### src/rtl/ucsbece154b_mem_arbiter.sv
// rtl/ucsbece154b_mem_arbiter.sv - burst-read arbiter between block-fill requesters and the SDRAM controller
// Optional MEMARB_RR_EN selects rotating priority; default is fixed priority with port 0 highest.
module ucsbece154b_mem_arbiter #(
  parameter int NUM_REQ     = 3,
  parameter int BLOCK_WORDS = 4,
  parameter int WORD_SIZE   = 32
) (
  input  logic                           clk,
  input  logic                           Reset,
  input  logic [NUM_REQ-1:0]             ReqValid,
  input  logic [32*NUM_REQ-1:0]          ReqAddr,
  input  logic [NUM_REQ-1:0]             ReqCancel,
  output logic [NUM_REQ-1:0]             Grant,
  output logic [NUM_REQ-1:0]             RespValid,
  output logic [WORD_SIZE-1:0]           RespData,
  output logic [$clog2(BLOCK_WORDS)-1:0] RespWordIdx,
  output logic                           RespLast,
  output logic [31:0]                    MemReadAddress,
  output logic                           MemReadRequest,
  input  logic [WORD_SIZE-1:0]           MemDataIn,
  input  logic                           MemDataReady,
  output logic                           Busy
);
  localparam int IDX_W = $clog2(BLOCK_WORDS);
  localparam int SEL_W = (NUM_REQ > 1) ? $clog2(NUM_REQ) : 1;
  localparam logic [31:0] OFF_MASK = 32'(BLOCK_WORDS * 4 - 1);

  typedef enum logic [1:0] {S_IDLE, S_REQ, S_BURST} state_t;

  state_t               state_q, state_d;
  logic [NUM_REQ-1:0]   grant_q, grant_d;
  logic [NUM_REQ-1:0]   resp_valid_q, resp_valid_d;
  logic [WORD_SIZE-1:0] resp_data_q, resp_data_d;
  logic [IDX_W-1:0]     resp_idx_q, resp_idx_d;
  logic [IDX_W-1:0]     cnt_q, cnt_d;
  logic                 resp_last_q, resp_last_d;
  logic [31:0]          mem_addr_q, mem_addr_d;
  logic                 mem_req_q, mem_req_d;
  logic                 busy_q, busy_d;
  logic                 cancel_q, cancel_d;
  logic                 cancel_now;
  logic                 found;
  logic [SEL_W-1:0]     win, cand;
  logic [31:0]          req_addr [NUM_REQ];
`ifdef MEMARB_RR_EN
  logic [SEL_W-1:0]     ptr_q, ptr_d;
`endif

  for (genvar i = 0; i < NUM_REQ; i++) begin : g_addr
    assign req_addr[i] = ReqAddr[32*i +: 32];
  end

  // Winner search: from the rotating pointer with wrap, or from port 0.
  always_comb begin
    found = 1'b0;
    win   = '0;
    cand  = '0;
    for (int k = 0; k < NUM_REQ; k++) begin
`ifdef MEMARB_RR_EN
      cand = SEL_W'((int'(ptr_q) + k) % NUM_REQ);
`else
      cand = SEL_W'(k);
`endif
      if (!found && ReqValid[cand]) begin
        found = 1'b1;
        win   = cand;
      end
    end
  end

  always_comb begin
    state_d      = state_q;
    grant_d      = grant_q;
    resp_valid_d = '0;
    resp_data_d  = resp_data_q;
    resp_idx_d   = resp_idx_q;
    resp_last_d  = 1'b0;
    mem_addr_d   = mem_addr_q;
    mem_req_d    = mem_req_q;
    cnt_d        = cnt_q;
    cancel_d     = cancel_q;
`ifdef MEMARB_RR_EN
    ptr_d        = ptr_q;
`endif
    // A flush on the owner's port suppresses the beat arriving in the same cycle.
    cancel_now   = cancel_q | (|(ReqCancel & grant_q));
    unique case (state_q)
      S_IDLE: begin
        if (found) begin
          mem_addr_d = req_addr[win] & ~OFF_MASK;
          grant_d    = NUM_REQ'(1) << win;
          mem_req_d  = 1'b1;
          cnt_d      = '0;
          cancel_d   = 1'b0;
          state_d    = S_REQ;
`ifdef MEMARB_RR_EN
          ptr_d      = (win == SEL_W'(NUM_REQ - 1)) ? '0 : win + 1'b1;
`endif
        end
      end
      S_REQ, S_BURST: begin
        cancel_d = cancel_now;
        if (MemDataReady) begin
          resp_data_d  = MemDataIn;
          resp_idx_d   = cnt_q;
          resp_valid_d = cancel_now ? '0 : grant_q;
          mem_req_d    = 1'b0;
          cnt_d        = cnt_q + 1'b1;
          if (state_q == S_BURST && cnt_q == IDX_W'(BLOCK_WORDS - 1)) begin
            resp_last_d = 1'b1;
            grant_d     = '0;
            state_d     = S_IDLE;
          end else begin
            state_d = S_BURST;
          end
        end
      end
      default: state_d = S_IDLE;
    endcase
    busy_d = (state_d != S_IDLE);
  end

  always_ff @(posedge clk or negedge Reset) begin
    if (!Reset) begin
      state_q      <= S_IDLE;
      grant_q      <= '0;
      resp_valid_q <= '0;
      resp_data_q  <= '0;
      resp_idx_q   <= '0;
      resp_last_q  <= 1'b0;
      mem_addr_q   <= '0;
      mem_req_q    <= 1'b0;
      cnt_q        <= '0;
      cancel_q     <= 1'b0;
      busy_q       <= 1'b0;
`ifdef MEMARB_RR_EN
      ptr_q        <= '0;
`endif
    end else begin
      state_q      <= state_d;
      grant_q      <= grant_d;
      resp_valid_q <= resp_valid_d;
      resp_data_q  <= resp_data_d;
      resp_idx_q   <= resp_idx_d;
      resp_last_q  <= resp_last_d;
      mem_addr_q   <= mem_addr_d;
      mem_req_q    <= mem_req_d;
      cnt_q        <= cnt_d;
      cancel_q     <= cancel_d;
      busy_q       <= busy_d;
`ifdef MEMARB_RR_EN
      ptr_q        <= ptr_d;
`endif
    end
  end

  assign Grant          = grant_q;
  assign RespValid      = resp_valid_q;
  assign RespData       = resp_data_q;
  assign RespWordIdx    = resp_idx_q;
  assign RespLast       = resp_last_q;
  assign MemReadAddress = mem_addr_q;
  assign MemReadRequest = mem_req_q;
  assign Busy           = busy_q;
endmodule
### config.mk
export PLATFORM = sky130hd
export DESIGN_NAME = ucsbece154b_mem_arbiter
export DESIGN_NICKNAME = d
export VERILOG_FILES = /design/src/rtl/ucsbece154b_mem_arbiter.sv
export SDC_FILE = /design/constraint.sdc
export NUM_CORES = 1
export LEC_CHECK = 0
export CAP_MARGIN = 0
export CORE_MARGIN = 2
export CORE_UTILIZATION = 43
export CTS_BUF_LIST = sky130_fd_sc_hd__clkbuf_2
export CTS_CLUSTER_DIAMETER = 100
export DETAILED_ROUTE_END_ITERATION = 10
export GPL_TIMING_DRIVEN = 0
export PLACE_DENSITY = 0.92
export SYNTH_ARGS = -nofsm -noshare
export SYNTH_HDL_FRONTEND = slang
export SYNTH_SLANG_ARGS = --single-unit
export TNS_END_PERCENT = 30
### constraint.sdc
create_clock -name clk -period 3.2 [get_ports clk]
set_input_delay 0.64 -clock clk [delete_from_list [all_inputs] [get_ports clk]]
set_output_delay 0.64 -clock clk [all_outputs]
set_load 0.02 [all_outputs]
==> qor.yml <==
antenna_found_initial: 0
yosysSeqAreaShare: 0.504
core-area_um2: 8640
antenna_left: 0
path_class: "register to primary output"
ir_worst_vdd_mv: 0.371
numCtsBuffers: 9
cp_slowest_cell: "clkdlybuf4s50_1"
finalPower_mw: 5.26
whs_ns: 0.0304
rows: 34
dpl.hpwl_um: 8890
synth_edf_count: 0
regToRegSetupSlack_ns: 1.27
drive_gt1_frac: 0.144
drt-initial-drc-count: 73
utilization: 0.694
path_max_fanout: 4
drc: 0
diodes: 0
power_density_nw_per_um2: 877
via_count: 3530
multi_input_area_um2: 1660
worst_slew_pin_slew_ns: 0.570
post_cts_resized: 0
fin_nets: 707
synth_area_leaders: "dfrtp_1 50%, mux2_2 9.8%, a21oi_1 7.7%"
clkSinkCount: 76
hold_buffers: 0
fin_ws_ns: 0.968
clock_skew_ns: 0.0244
synth_area_um2: 3780
wl_per_cell_um: 16.9
synth_top_area_frac: 0.504
hold_class: "input pin to async pin"
start_kind: "register"
dr.pass1.iters: 5
grt_setup_unrepaired: "no"
status: "completed"
syn_area_per_cell_um2: 10.5
ys_warn_count: 0
finalSetupViolCount: 0
worstSkewPairLatency_ns: 0.51
final_area_um2: 6000
synth_cells: 360
finalHoldViolations: 0
dieArea_um2: 9550
totalWireLength_um: 11500
drv_slew: 0
gp_congestion: 0.867
p_leak_nw: 2.52
synth_top_area_cell: "dfrtp_1"
cp_top_family: "buffers and inverters"
io_pins: 212
syn_to_final_growth_pct: 58.8
post_cts_buffers: 0
ys_async_sr_fraction: 1.00
worst-path-stages: 1
cp-startpoint: "Grant[0]"
cts_root_buffer: "clkbuf_2"
vias_per_cell: 5.20
grt_max_degree: 47
yosys_most_used_dff: "dfrtp_1"
clock.fmax_mhz: 448
dpl-instance-area_um2: 5860
overflow: 0
place_ws_ns: 1.32
crit_end: "Grant[0]"
die_w_um: 97.7
synth_cell_types: 36
ctsHtreeMaxLevel: 3
port_buffers: 191
grt_pass1_vias: 3691
max_stage_delay_ns: 0.67
r2r_start: "state_q[1]"
ys_ff_latch: 76
cp.arrival_ns: 1.59
cap_violations: 0
period_needed_ns: 2.23
crit_path_end_kind: "primary output"
seqCellArea_um2: 1900
fillers: 624
clockBufferDepth: 2
r2r-end: "RespData[6]"
r2r_cells: 6
max_slew_margin: 0.620
path_clk_slew_ns: 0.23
path_cells: "clkdlybuf4s50_1"
grt_util_all_layers: 0.242
path_buf_inv: 1
start_util: 0.437
period_share: 0.698
cp.required_ns: 2.56
cts_tree: "done"
die_h_um: 97.7
grt_pass1_wl_um: 18600
-- Yosys cell counts (all sizes together) (4+ instances only) --
cell,number
ha,4
buf,25
nand3b,28
o21ai,4
nand2,32
a21oi,58
nor2,31
clkbuf,7
a21o,29
inv,5
mux2,33
dfrtp,76
-- kinds of logic (layout without fill, tap and decap cells) --
| kind of cell | Yosys count | in the layout | share of synthesized area |
|---|---|---|---|
| buffers and inverters | 37 | 245 | 0.0596 |
| other | 1 | 4 | 0.000993 |
| adder cells (fa/ha/maj) | 4 | 4 | 0.0133 |
| AO/OA/AOI/OAI | 107 | 107 | 0.180 |
| AND/OR/NAND/NOR | 102 | 102 | 0.144 |
| multiplexers | 33 | 33 | 0.0984 |
| flip-flops | 76 | 76 | 0.504 |
-- report_power, final --
group	total [mW]	leakage, nW	internal, mW	switching, mW
combinational	2.96	1.54	1.50	1.46
sequential	1.68	0.899	1.42	0.265
clock	0.620	0.0839	0.263	0.357
total	5.26	2.52	3.18	2.08
-- flip-flops by register name, indices dropped and copies added, names as in the netlist --
| register | count |
|---|---|
| Busy | 1 |
| Grant | 3 |
| MemReadAddress | 28 |
| MemReadRequest | 1 |
| RespData | 32 |
| RespLast | 1 |
| RespValid | 3 |
| RespWordIdx | 2 |
| cancel_q | 1 |
| cnt_q | 2 |
| state_q | 2 |
-- area by class of cell --
type                       count  area share
timing repair buffer         192       0.323
sequential                    76       0.317
multi-input combinational    250       0.277
buffer                        32      0.0344
tap                          108      0.0225
clock inverter                 6      0.0144
clock buffer                  10     0.00835
inverter                       5     0.00313
-- routing by layer --
metal,track usage,vias to the layer above,routed length [µm]
met5,0,-,0
met1,0.293,1699,4660
met3,0.0676,13,937
met2,0.424,165,5770
li1,-,1653,-
met4,0.0694,0,140
-- cells in the final DEF (no fill, tap or decap), types with 2 or more instances in the layout --
| cell | netlist | final |
|---|---|---|
| nor2_1 | 31 | 31 |
| nand3b_1 | 28 | 28 |
| nand2_1 | 31 | 31 |
| ha_1 | 4 | 4 |
| a22o_1 | 3 | 3 |
| clkbuf_1 | 7 | 7 |
| mux2_2 | 33 | 33 |
| dfrtp_1 | 76 | 76 |
| clkbuf_2 | 0 | 10 |
| buf_2 | 12 | 12 |
| o21ai_0 | 4 | 4 |
| buf_4 | 7 | 8 |
| conb_1 | 1 | 4 |
| buf_6 | 6 | 6 |
| nand2b_1 | 2 | 2 |
| a22oi_1 | 2 | 2 |
| a21oi_1 | 58 | 58 |
| inv_1 | 5 | 5 |
| and2_1 | 3 | 3 |
| a21o_1 | 29 | 29 |
| clkdlybuf4s50_1 | 0 | 190 |
| a32o_1 | 2 | 2 |
| bufinv_16 | 0 | 2 |
-- how the worst min path moves through the flow --
stage / slack [ns] / from / to / cells after the start
floorplan: 0.34 / Reset / Busy / 0
detailed placement: 0.48 / cancel_q / cancel_q / 1
global route: 0.01 / Reset / MemReadAddress[25] / 1
finish: 0.03 / Reset / MemReadAddress[8] / 1
CTS: 0.01 / Reset / MemReadAddress[8] / 1
global placement: 0.46 / cancel_q / cancel_q / 1
-- metrics by stage --
stage	TNS [ns]	std cells
floorplan	0	363
global placement	-85.18	662
detailed placement	0	663
CTS	0	679
global route	0	679
finish	0	679
No activity file was read; power rests on OpenSTA's default activity.
